`src/rtl/decode_pkg.sv`:
```
// Shared decode definitions: ALU command encoding, RV32I opcode/funct constants
// and the control bundle produced by instr_decoder.
package decode_pkg;

  typedef enum logic [3:0] {
    ALU_ADD = 4'b0000,
    ALU_SUB = 4'b0001,
    ALU_AND = 4'b0010,
    ALU_OR  = 4'b0011,
    ALU_SLT = 4'b0101
  } alu_op_t;

  localparam logic [6:0] OP_R      = 7'b0110011;
  localparam logic [6:0] OP_IMM    = 7'b0010011;
  localparam logic [6:0] OP_LOAD   = 7'b0000011;
  localparam logic [6:0] OP_STORE  = 7'b0100011;
  localparam logic [6:0] OP_BRANCH = 7'b1100011;

  localparam logic [2:0] F3_ADD_SUB = 3'b000;
  localparam logic [2:0] F3_SLT     = 3'b010;
  localparam logic [2:0] F3_OR      = 3'b110;
  localparam logic [2:0] F3_AND     = 3'b111;
  localparam logic [2:0] F3_WORD    = 3'b010;
  localparam logic [2:0] F3_BEQ     = 3'b000;

  localparam logic [6:0] F7_BASE = 7'b0000000;
  localparam logic [6:0] F7_SUB  = 7'b0100000;

  typedef struct packed {
    alu_op_t alu_op;
    logic    reg_write;
    logic    mem_read;
    logic    mem_write;
    logic    branch;
    logic    use_rs2;
    logic    use_imm;
  } ctrl_t;

endpackage

```
`src/rtl/instr_decoder.sv`:
```
// Combinational RV32I-subset decoder: instruction word to control bundle,
// immediate and register fields. Unsupported encodings decode as a flag-free ADD.
module instr_decoder
  import decode_pkg::*;
#(
  parameter int XLEN = 32
) (
  input  logic [31:0]     i_instr,
  output ctrl_t           o_ctrl,
  output logic [XLEN-1:0] o_imm,
  output logic            o_illegal,
  output logic            o_use_rs1,
  output logic [4:0]      o_rs1,
  output logic [4:0]      o_rs2,
  output logic [4:0]      o_rd
);

  logic [6:0]      w_opcode;
  logic [2:0]      w_f3;
  logic [6:0]      w_f7;
  logic [XLEN-1:0] w_i_imm;
  logic [XLEN-1:0] w_s_imm;
  logic            w_bad;
  ctrl_t           w_ctrl;

  assign w_opcode = i_instr[6:0];
  assign w_f3     = i_instr[14:12];
  assign w_f7     = i_instr[31:25];
  assign o_rs1    = i_instr[19:15];
  assign o_rs2    = i_instr[24:20];
  assign o_rd     = i_instr[11:7];
  assign w_i_imm  = {{(XLEN-12){i_instr[31]}}, i_instr[31:20]};
  assign w_s_imm  = {{(XLEN-12){i_instr[31]}}, i_instr[31:25], i_instr[11:7]};

  always_comb begin
    w_ctrl        = '0;
    w_ctrl.alu_op = ALU_ADD;
    w_bad         = 1'b0;
    o_imm         = w_i_imm;
    case (w_opcode)
      OP_R: begin
        w_ctrl.reg_write = 1'b1;
        w_ctrl.use_rs2   = 1'b1;
        if (w_f3 == F3_ADD_SUB && w_f7 == F7_SUB) w_ctrl.alu_op = ALU_SUB;
        else if (w_f7 != F7_BASE) w_bad = 1'b1;
        else begin
          case (w_f3)
            F3_ADD_SUB: w_ctrl.alu_op = ALU_ADD;
            F3_AND:     w_ctrl.alu_op = ALU_AND;
            F3_OR:      w_ctrl.alu_op = ALU_OR;
            F3_SLT:     w_ctrl.alu_op = ALU_SLT;
            default:    w_bad = 1'b1;
          endcase
        end
      end
      OP_IMM: begin
        w_ctrl.reg_write = 1'b1;
        w_ctrl.use_imm   = 1'b1;
        case (w_f3)
          F3_ADD_SUB: w_ctrl.alu_op = ALU_ADD;
          F3_AND:     w_ctrl.alu_op = ALU_AND;
          F3_OR:      w_ctrl.alu_op = ALU_OR;
          F3_SLT:     w_ctrl.alu_op = ALU_SLT;
          default:    w_bad = 1'b1;
        endcase
      end
      OP_LOAD: begin
        w_ctrl.reg_write = 1'b1;
        w_ctrl.mem_read  = 1'b1;
        w_ctrl.use_imm   = 1'b1;
        w_bad            = (w_f3 != F3_WORD);
      end
      OP_STORE: begin
        w_ctrl.mem_write = 1'b1;
        w_ctrl.use_rs2   = 1'b1;
        w_ctrl.use_imm   = 1'b1;
        o_imm            = w_s_imm;
        w_bad            = (w_f3 != F3_WORD);
      end
      OP_BRANCH: begin
        w_ctrl.alu_op  = ALU_SUB;
        w_ctrl.branch  = 1'b1;
        w_ctrl.use_rs2 = 1'b1;
        w_bad          = (w_f3 != F3_BEQ);
      end
      default: w_bad = 1'b1;
    endcase
    // Unsupported words become a source-free, side-effect-free ADD.
    if (w_bad) begin
      w_ctrl        = '0;
      w_ctrl.alu_op = ALU_ADD;
    end
    if (o_rd == 5'd0) w_ctrl.reg_write = 1'b0;
  end

  assign o_ctrl    = w_ctrl;
  assign o_illegal = w_bad;
  assign o_use_rs1 = !w_bad;

endmodule

```
`src/rtl/decode_stage.sv`:
```
// ID stage: decodes via instr_decoder, selects ALU operands and holds the ID/EX
// register with valid/ready handshakes, load-use bubble and flush.
// Optional illegal-instruction flag output: define DECODE_ILLEGAL_TRAP_EN.
module decode_stage
  import decode_pkg::*;
#(
  parameter int XLEN   = 32,
  parameter int REG_AW = 5
) (
  input  logic              clk,
  input  logic              rst,
  input  logic              id_valid,
  output logic              id_ready,
  input  logic [31:0]       id_instr,
  input  logic [XLEN-1:0]   id_pc,
  input  logic              flush,
  output logic [REG_AW-1:0] rs1_addr,
  output logic [REG_AW-1:0] rs2_addr,
  input  logic [XLEN-1:0]   rs1_rdata,
  input  logic [XLEN-1:0]   rs2_rdata,
  output logic              ex_valid,
  input  logic              ex_ready,
  output logic [3:0]        ex_alu_control,
  output logic [XLEN-1:0]   ex_srca,
  output logic [XLEN-1:0]   ex_srcb,
  output logic [XLEN-1:0]   ex_store_data,
  output logic [XLEN-1:0]   ex_pc,
  output logic [REG_AW-1:0] ex_rd,
  output logic              ex_reg_write,
  output logic              ex_mem_read,
  output logic              ex_mem_write,
`ifdef DECODE_ILLEGAL_TRAP_EN
  output logic              ex_illegal,
`endif
  output logic              ex_branch
);

  // Handshake: a transfer happens on a side whenever its valid and ready are
  // both high at the rising edge; ex_* stay frozen while ex_valid && !ex_ready.
  ctrl_t             w_ctrl;
  logic [XLEN-1:0]   w_imm;
  logic              w_illegal;
  logic              w_use_rs1;
  logic [4:0]        w_rs1;
  logic [4:0]        w_rs2;
  logic [4:0]        w_rd;
  logic              w_stall;
  logic              w_accept;

  logic              r_valid;
  logic [3:0]        r_alu;
  logic [XLEN-1:0]   r_srca;
  logic [XLEN-1:0]   r_srcb;
  logic [XLEN-1:0]   r_store;
  logic [XLEN-1:0]   r_pc;
  logic [REG_AW-1:0] r_rd;
  logic              r_reg_write;
  logic              r_mem_read;
  logic              r_mem_write;
  logic              r_branch;

  instr_decoder #(.XLEN(XLEN)) u_dec (
    .i_instr   (id_instr),
    .o_ctrl    (w_ctrl),
    .o_imm     (w_imm),
    .o_illegal (w_illegal),
    .o_use_rs1 (w_use_rs1),
    .o_rs1     (w_rs1),
    .o_rs2     (w_rs2),
    .o_rd      (w_rd)
  );

  assign rs1_addr = w_rs1;
  assign rs2_addr = w_rs2;

  // Load-use hazard: the load in EX has not produced its data yet.
  assign w_stall = r_valid && r_mem_read && (r_rd != '0) && id_valid &&
                   ((w_use_rs1 && (w_rs1 == r_rd)) ||
                    (w_ctrl.use_rs2 && (w_rs2 == r_rd)));

  assign id_ready = (!r_valid || ex_ready) && !w_stall && !flush;
  assign w_accept = id_valid && id_ready;

  always_ff @(posedge clk or posedge rst) begin
    if (rst) begin
      r_valid     <= 1'b0;
      r_alu       <= 4'b0000;
      r_srca      <= '0;
      r_srcb      <= '0;
      r_store     <= '0;
      r_pc        <= '0;
      r_rd        <= '0;
      r_reg_write <= 1'b0;
      r_mem_read  <= 1'b0;
      r_mem_write <= 1'b0;
      r_branch    <= 1'b0;
    end else if (flush) begin
      r_valid <= 1'b0;
    end else if (w_accept) begin
      r_valid     <= 1'b1;
      r_alu       <= w_ctrl.alu_op;
      r_srca      <= rs1_rdata;
      r_srcb      <= w_ctrl.use_imm ? w_imm : rs2_rdata;
      r_store     <= rs2_rdata;
      r_pc        <= id_pc;
      r_rd        <= w_rd;
      r_reg_write <= w_ctrl.reg_write;
      r_mem_read  <= w_ctrl.mem_read;
      r_mem_write <= w_ctrl.mem_write;
      r_branch    <= w_ctrl.branch;
    end else if (ex_ready) begin
      r_valid <= 1'b0;
    end
  end

`ifdef DECODE_ILLEGAL_TRAP_EN
  logic r_illegal;
  always_ff @(posedge clk or posedge rst) begin
    if (rst)                     r_illegal <= 1'b0;
    else if (!flush && w_accept) r_illegal <= w_illegal;
  end
  assign ex_illegal = r_illegal;
`else
  logic w_unused_illegal;
  assign w_unused_illegal = w_illegal;
`endif

  assign ex_valid       = r_valid;
  assign ex_alu_control = r_alu;
  assign ex_srca        = r_srca;
  assign ex_srcb        = r_srcb;
  assign ex_store_data  = r_store;
  assign ex_pc          = r_pc;
  assign ex_rd          = r_rd;
  assign ex_reg_write   = r_reg_write;
  assign ex_mem_read    = r_mem_read;
  assign ex_mem_write   = r_mem_write;
  assign ex_branch      = r_branch;

endmodule

```
`config.mk`:
```
export PLATFORM = sky130hd
export DESIGN_NAME = decode_stage
export DESIGN_NICKNAME = d
export VERILOG_FILES = /design/src/rtl/decode_pkg.sv /design/src/rtl/instr_decoder.sv /design/src/rtl/decode_stage.sv
export SDC_FILE = /design/constraint.sdc
export NUM_CORES = 1
export LEC_CHECK = 0
export ABC_AREA = 1
export CAP_MARGIN = 20
export CORE_ASPECT_RATIO = 0.7
export CORE_MARGIN = 2
export CORE_UTILIZATION = 39
export CTS_CLUSTER_DIAMETER = 30
export DETAILED_ROUTE_END_ITERATION = 8
export GPL_ROUTABILITY_DRIVEN = 1
export GPL_TIMING_DRIVEN = 0
export PLACE_DENSITY_LB_ADDON = 0.12
export SLEW_MARGIN = 5
export SYNTH_ARGS = -nofsm -noshare
export SYNTH_HDL_FRONTEND = slang
export SYNTH_SLANG_ARGS = --single-unit
```
`constraint.sdc`:
```
create_clock -name clk -period 5.6 [get_ports clk]
set_clock_uncertainty 0.15 [all_clocks]
set_input_delay 1.12 -clock clk [delete_from_list [all_inputs] [get_ports clk]]
set_output_delay 1.12 -clock clk [all_outputs]
set_load 0.005 [all_outputs]
```
# Word level (Yosys, flattened, before mapping)
# Cells that the tools add are included.
op_classes:
  eq_ne: 12
  muxes: 21
  n_bitwise: 1
  reduce_logical: 28
ops:
  columns: ["operator", "count"]
  rows:
  - ["two-way mux 32 bit", 1]
  - ["== test 7 x 6 -> 1 bit, second input constant", 3]
  - ["two-way mux 1 bit", 13]
  - ["case mux 4 bit (3 select lines)", 1]
  - ["== test 5 bit", 2]
  - ["logical AND 1 bit", 10]
  - ["two-way mux 10 bit", 1]
  - ["case mux 3 bit (3 select lines)", 1]
  - ["OR reduction 3 bit", 3]
  - ["two-way mux 4 bit", 2]
  - ["== test 7 x 2 -> 1 bit, second input constant", 1]
  - ["== test 7 x 5 -> 1 bit, second input constant", 1]
  - ["== test 7 bit, second input constant", 1]
  - ["nonzero test 7 bit", 1]
  - ["== test 3 bit, second input constant", 2]
  - ["nonzero test 3 bit", 2]
  - ["logical NOT 5 bit", 1]
  - ["two-way mux 5 bit", 1]
  - ["nonzero test 5 bit", 1]
  - ["logical NOT 1 bit", 4]
  - ["case mux 1 bit (4 select lines)", 1]
  - ["OR reduction 4 bit", 1]
  - ["== test 3 x 2 -> 1 bit, second input constant", 1]
  - ["logical NOT 3 bit", 1]
  - ["5 further kinds", 6]
word_totals:
  ff_bits: 142
  input_bits: 133
  out_inout_bits: 153
  wordCells: 73

# Logic depth before layout (Yosys ltp)
# Gate-level depths: netlist of the first run.
logic_depth:
  word_depth: 16
  depth_mapped: 16
  mapped_depth_nobuf: 14

# Cells and area by module
# Synthesis of the first run repeated with hierarchy kept, for this count alone.
hier_totals:
  cells_unflattened: 868
  hier_area_um2: 7183.1
modules_own_cells:
  columns: ["mod", "instances", "cells_per_inst", "area_each_um2"]
  rows:
  - ["decode_stage", 1, 728, 6423.7]
  - ["instr_decoder", 1, 140, 759.5]

# Least setup slack after synthesis of the first run
# No wires, ideal clock.
synth_path:
  kind: "input to output"
  from: "input id_instr[0]"
  to: "output id_ready"
  arrival_time_ps: 2218
  path_slack_ps: 2112
  stages: 10
  n_path_buf: 1
  cell_sequence: "nand2_1 > inv_2 > nand2_2 > a21oi_4 > nor2_1 > nor2_4 > nand3_4 > nor2_4 > nor2_8 > buf_2"
synth_between:
  elab_chain_cells: 10
  elab_cells_between_ends: 18
  classes_between: "5 x eq/ne; 3 x mux; 10 x reduce/logical"
synth_rtl:
  columns: ["element", "line", "source"]
  rows:
  - ["from (decl)", "decode_stage.sv:14", "input logic [31:0] id_instr,"]
  - ["== test 7 x 2 -> 1 bit, or another cell as far along", "instr_decoder.sv:40", "case (w_opcode)"]
  - ["OR reduction 2 bit (no line) or OR reduction 3 bit (tied branches)", null, null]
  - ["case mux 1 bit (4 select lines) or two-way mux 1 bit (tied branches)", "instr_decoder.sv:40", null]
  - ["two-way mux 10 bit or logical NOT 1 bit (tied branches)", "instr_decoder.sv:89, instr_decoder.sv:98", null]
  - ["logical AND 1 bit (on tied branches)", "decode_stage.sv:79, decode_stage.sv:78", null]
  - ["logical OR 1 bit *", "decode_stage.sv:78", "((w_use_rs1 && (w_rs1 == r_rd)) ||"]
  - ["logical AND 1 bit *", "decode_stage.sv:77", "assign w_stall = r_valid && r_mem_read && (r_rd != '0) && id_valid &&"]
  - ["logical NOT 1 bit *", "decode_stage.sv:81", "assign id_ready = (!r_valid || ex_ready) && !w_stall && !flush;"]
  - ["logical AND 1 bit * (2 in a row)", "decode_stage.sv:81", null]
  - ["to (decl)", "decode_stage.sv:13", "output logic id_ready,"]
# Mark *: on every way between the ends. The rest lies on a longest branch, timed or not.

# Worst setup path in the final report of the first run
layout_path:
  from: "input id_instr[4]"
  to: "output id_ready"
# Same word-level chain as after synthesis.

==> results of run 1 <==
## worst min-delay path: stages (launching register included)
cell	delay, ns
dfrtp_1	0.34
nand2_1	0.05
nand2_1	0.04
## registers in the layout (all words and copies together), names as in the netlist
register        count
ex_mem_write        1
ex_srcb            32
ex_branch           1
ex_valid            1
ex_rd               5
ex_mem_read         1
ex_store_data      32
ex_srca            32
ex_alu_control      3
ex_reg_write        1
ex_pc              32
## layer usage
metal  part of all wire  vias up  GRT usage
met2               0.44      249      0.364
met3              0.091       20     0.0805
met5                  0        -          0
li1                   -     3292          -
met4              0.013        0     0.0620
met1               0.46     3156      0.328
## placed cells by master, fill, tap and decap left out, types with 4 or more instances in the layout
cell               n
a21oi_1            4
nand2_2            4
nand4_1           16
clkinv_4           5
bufinv_16          4
nor3_1             4
clkbuf_1          12
clkbuf_16         17
buf_6             10
xnor2_1            6
clkdlybuf4s50_1  283
nor2_1            21
buf_1             10
nand3_1           95
buf_4             17
o21ai_0            5
nand2_1          381
inv_1             25
nand3_2           55
dfrtp_1          141
inv_2              5
buf_2             16
## final cells by class
type | count | area share
Sequential cell | 141 | 0.327
Buffer | 65 | 0.0384
Clock buffer | 19 | 0.0411
Clock inverter | 12 | 0.0173
Timing Repair Buffer | 284 | 0.265
Tap cell | 231 | 0.0268
Multi-Input combinational cell | 606 | 0.272
Inverter | 31 | 0.0113
## through the flow
step	setup slack, ns	cell area [µm²]	cells
3_3_place_gp	-1.67	10100	1357
2_1_floorplan	0.549	6990	843
4_1_cts	0.881	10800	1389
5_1_grt	0.739	10800	1389
6_report	0.870	10800	1389
3_5_place_dp	0.901	10100	1358
## worst max-delay path by stage
stage	startpoint	end	slack (ns)	cells after the start
5_1_grt	id_instr[4]	id_ready	0.74	12
2_1_floorplan	rst	ex_alu_control[0]$_DFFE_PP0P_	0.55	1
3_5_place_dp	id_instr[4]	id_ready	0.90	12
6_report	id_instr[4]	id_ready	0.87	11
4_1_cts	id_instr[4]	id_ready	0.88	12
3_3_place_gp	rst	ex_store_data[6]$_DFFE_PP0P_	-1.67	2
## power by group through the flow
stage | sequential (W) | combinational (W) | clock (W)
detailed placement | 0.00127 | 0.000764 | 0
floorplan | 0.00127 | 0.000257 | 0
global route | 0.00127 | 0.000831 | 0.00129
global placement | 0.00127 | 0.000753 | 0
CTS | 0.00125 | 0.000768 | 0.00124
finish | 0.00125 | 0.000758 | 0.00122
## cells by family (layout without fill, tap and decap cells)
family | after synthesis | after routing | synth area share
flip-flops | 141 | 141 | 0.505
XOR/XNOR | 7 | 7 | 0.00877
AO/OA/AOI/OAI | 14 | 14 | 0.0129
AND/OR/NAND/NOR | 584 | 584 | 0.397
buffers and inverters | 96 | 411 | 0.0759
other | 1 | 1 | 0.000536
==> impl_results.md, run 1 <==
- Number of global-route vias before repair: approximately 6,400
- Worst skew pair latency: 0.42 ns
- CTS Sinks: 141
- Grt ovf: 0
- Initial core utilization: 0.403
- Max Freq: approximately 0.21 GHz
- Worst-path clk slew: 0.06 ns
- Final setup vio count: 0
- Die area: approximately 19,000 µm²
- Setup crit start kind: primary input
- Top Ports: roughly 290
- WHS: approximately 0.32 ns
- Delay-heaviest family, CP: buffers and inverters
- DRC viols: 0
- Worst path slowest cell: clkdlybuf4s50_1
- Hold Fails Final Rpt: 0
- Final Util: 0.620
- Kind of end point of the critical path: primary output
- Yosys cell types: 32
- Internal Power: roughly 0.0024 W
- Largest net degree at the start of global routing: 91
- Worst Hold Class: reg -> reg
- Least-Margin Pin Slew: just under 0.8 ns
- First-pass GRT wire length: 34.9 mm
- Hold path start: ex_srca[19]$_DFFE_PP0P_
- Slew Limit Fails: 0
- Switching power: 0.000866 W
- Iter 0 DRT Violations: about 580
- RSZ-0062 raised after global routing: false
- WL/cell: between 15 and 20 µm
- Maximum root-to-sink buffer count: 2
- Worst EP arrival: ~3.5 ns
- H-tree Lvls: 4
- Cells after synthesis: ~840
- Synth Warn #: 0
- CTS resizes: 0
- Post-synth EDFFs: 0
- Critical path class: in -> out
- Leak: between 5 and 6 nW
- Sum Neg Setup Slack: 0 ns
- Synth top area share: 0.505
- Crit path cell chain: clkdlybuf4s50_1 -> nand2_1 -> inv_2 -> nand2_1 -> nor2_2 -> nand3_2 -> nand3_4 -> nor2_4 -> nor2_8 -> buf_2 -> clkdlybuf4s50_1
- Yosys reg bits: approximately 140
- R2r endpoint: ex_store_data[7]$_DFFE_PP0P_
- Required time of the critical path: between 4 and 5 ns
- Syn_nets: just under 1,000
- Seq/Total Area, Yosys: 0.505
- CP peak stage delay: approximately 0.54 ns
- PwrDens: around 300 nW/µm²
- Placer Congestion: 0.825
- # port buffers: about 280
- CP bufs+invs: 4
- Power consumption: around 0.0032 W
- Clock power share: 0.378
- Relative slew margins: 0.474
- CTS Buf Count: 17
- WL final: approximately 22 mm
- Part of the power in registers: 0.388
- Reg area: ~3500 µm²
- Worst Path Max Fanout: 10
- WHS Endpoint: ex_srca[19]$_DFFE_PP0P_
- Layout area overhead: 54.1%
- Share of cells above drive strength 1: 0.128
- Area occupied by multi-input gates: 2930 µm²
- Via density: 4.84
- Top_reg_cell synth: dfrtp_1
- ANT nets after route: 0
- Reg2reg start: ex_rd[1]$_DFFE_PP0P_
- Most frequent cell after synthesis: nand2_1
- Final min period: approximately 4.7 ns
- Initial antenna violation count: 0
- Placement Rows: 40
- Die width: approximately 160 µm
- Flop2flop setup slack: 3.41 ns
- Clk root buf: clkbuf_16
- Nets: roughly 1,300
- Die Y: 116 µm
- Via count: about 6,700
- Post-CTS Hold Fix Bufs: 0
- Synth area leader: dfrtp_1
- Fillers: about 1,600
- Synth top cells by count: nand2_1, dfrtp_1, nand3_1
- Core ar.: ~17,000 µm²
- Top post-synthesis cells by area: dfrtp_1, nand2_1, nand3_2
- Switching share of power: 0.268
- Comb power frac: 0.234
- Period utilization: 0.845
- Maxcap violations: 0
- Peak supply drop: roughly 0.19 mV
- Dpl hpwl: 16.7 mm
- CTS tree: done
- GRT Util Overall: 0.239
- Ant diodes: 0
- Asr flop ratio synth: 1.00
- Setup Fix Bufs, Post-CTS: 0
- Synthesized area per cell: 8.29 µm²
- Worst hold stages: 2
- R2R cell count: 16
- Post-synthesis cell area: around 7000 µm²
- Status: finished, final reports clean
- First-pass DRT Iterations: 5
No activity file was read; power rests on OpenSTA's default activity.
==> run 2, diff against run 1 <==
- clock period: 5.6 -> 4.4 ns (I/O delays scaled with it)
==> run 2 against run 1 <==
Against the previous run: non-clock buffer count up 3; sequential cell count unchanged; die area unchanged.
==> impl_results.md, run 2 (same netlist as run 1, synthesis figures left out) <==
- Status: finished, final reports clean
- Setup ws final: 0.172 ns
- PwrDens: between 300 and 400 nW/µm²
- Required time of the critical path: 3.37 ns
- Fillers: approximately 1,600
- # port buffers: about 280
- First-pass GRT wire length: 34.6 mm
- Final min period: around 4.2 ns
- Final setup vio count: 0
- DP Area: 10,200 µm²
- Cells after DPL: 1,361
- H-tree Lvls: 4
- Largest net degree at the start of global routing: 39
- Period utilization: 0.961
- Fin cells: 1,393
- RSZ-0062 raised after global routing: false
- Delay-heaviest family, CP: buffers and inverters
- Dpl hpwl: roughly 17 mm
- Worst-path clk slew: approximately 0.07 ns
- Power consumption: 0.00400 W
- Hold Fails Final Rpt: 0
- GRT Util Overall: 0.238
- Initial antenna violation count: 0
- First-pass DRT Iterations: 5
- Peak supply drop: about 0.25 mV
- Post-Place Setup Slack: 0.191 ns
- Nets: 1,282
- Crit path cell chain: clkdlybuf4s50_1 -> inv_2 -> nand3_1 -> inv_1 -> nand2_4 -> nand2_2 -> nand2_2 -> nand3_4 -> nor2_4 -> nor2_8 -> buf_2 -> clkdlybuf4s50_1
- Via density: approximately 4.8
- WL/cell: 16.1 µm
- CP bufs+invs: 5
- Final instance area: around 11,000 µm²
- Clk root buf: clkbuf_16
- Worst path slowest cell: clkdlybuf4s50_1
- Die Y: around 120 µm
- Iter 0 DRT Violations: 483
- Setup crit start kind: primary input
- Slew Limit Fails: 0
- Top Ports: around 290
- CTS resizes: 0
- Maxcap violations: 0
- WL final: approximately 22 mm
- Worst Hold Class: reg -> reg
- Die area: around 19,000 µm²
- Commonest non-fill, non-tap cell in the layout: nand2_1
- Die width: about 160 µm
- Kind of end point of the critical path: primary output
- Setup Fix Bufs, Post-CTS: 0
- Worst EP arrival: between 3 and 4 ns
- Reg area: between 3000 and 4000 µm²
- Grt ovf: 0
- Placement Rows: 40
- Ant diodes: 0
- Relative slew margins: 0.457
- DRC viols: 0
- Post-CTS Hold Fix Bufs: 0
- Worst skew pair latency: 0.43 ns
- ANT nets after route: 0
- CP peak stage delay: approximately 0.54 ns
- Placer Congestion: 0.832
- Critical path class: in -> out
- CTS tree: done
- Core ar.: approximately 17,000 µm²
- Via count: 6,649
- Max Freq: around 0.24 GHz
- Number of global-route vias before repair: 6,370
- CTS Buf Count: 17
- Most frequent cells in the layout: nand2_1, clkdlybuf4s50_1, dfrtp_1
- Worst Path Max Fanout: 10
- Share of cells above drive strength 1: 0.132
- CTS Sinks: roughly 140
- Sum Neg Setup Slack: 0 ns
- Initial core utilization: 0.403
- Area occupied by multi-input gates: around 2900 µm²
- Layout area overhead: 54.3%
- Leak: 5.27 nW
- Least-Margin Pin Slew: between 0.8 and 0.9 ns
- Maximum root-to-sink buffer count: 2
[run 2: changes by cell type in the layout (fill, tap and decap cells not counted), sizes merged]
cell | previous run | this run
buf | 55 | 58
bufinv | 4 | 1
clkbuf | 30 | 28
clkinv | 6 | 4
clkinvlp | 0 | 4
inv | 33 | 37
[run 2: routing by layer]
| metal | up-vias | track usage | wire (µm) |
|---|---|---|---|
| li1 | 3298 | - | - |
| met5 | - | 0 | 0 |
| met2 | 210 | 0.363 | 9830 |
| met3 | 13 | 0.0805 | 1770 |
| met4 | 0 | 0.0491 | 170 |
| met1 | 3128 | 0.331 | 10600 |
[run 2: path summary, 6_finish.rpt]
check	from	to	slack [ns]	cells after the start
worst max-delay path	id_instr[4]	id_ready	0.17	12
worst min-delay path	ex_pc[14]$_DFFE_PP0P_	ex_pc[14]$_DFFE_PP0P_	0.32	2
worst max register to register	ex_rd[1]$_DFFE_PP0P_	ex_store_data[10]$_DFFE_PP0P_	2.21	16
worst min register to register	ex_pc[14]$_DFFE_PP0P_	ex_pc[14]$_DFFE_PP0P_	0.32	2
max in group asynchronous	rst	ex_store_data[14]$_DFFE_PP0P_	2.64	4
min in group asynchronous	rst	ex_pc[19]$_DFFE_PP0P_	0.71	2
[run 2: per-stage QoR]
| stage | util | hold WS, ns |
|---|---|---|
| after floorplan | - | 0.315 |
| after global placement | 0.582 | 0.302 |
| after detailed placement | 0.588 | 0.307 |
| after CTS | 0.621 | 0.323 |
| after global routing | 0.621 | 0.338 |
| final | 0.621 | 0.318 |
[run 2: worst register-to-register path: stages (launching register included)]
cell     delay (ns)
dfrtp_1        0.46
nand2_1        0.10
inv_1          0.04
nor2_1         0.10
nor2_1         0.05
nand2_1        0.05
nor2_1         0.03
nand2_1        0.05
nand2_1        0.06
nand2_1        0.12
inv_1          0.05
nand2_1        0.07
nand3_2        0.19
buf_6          0.24
buf_2          0.20
nand2_1        0.08
nand2_1        0.05
[run 2: power by group]
group / leakage, nW / total [W] / switching (W) / internal, W
combinational: 3.23 / 0.000968 / 0.000402 / 0.000566
clock: 0.278 / 0.00143 / 0.000631 / 0.000797
sequential: 1.76 / 0.00160 / 0.000120 / 0.00148
[run 2: cell type report]
cell class	instances	area share
buffer	65	0.0384
clock buffer	17	0.0395
clock inverter	15	0.0143
inverter	31	0.0111
multi-input combinational	606	0.272
sequential	141	0.327
tap	231	0.0268
timing repair buffer	287	0.271
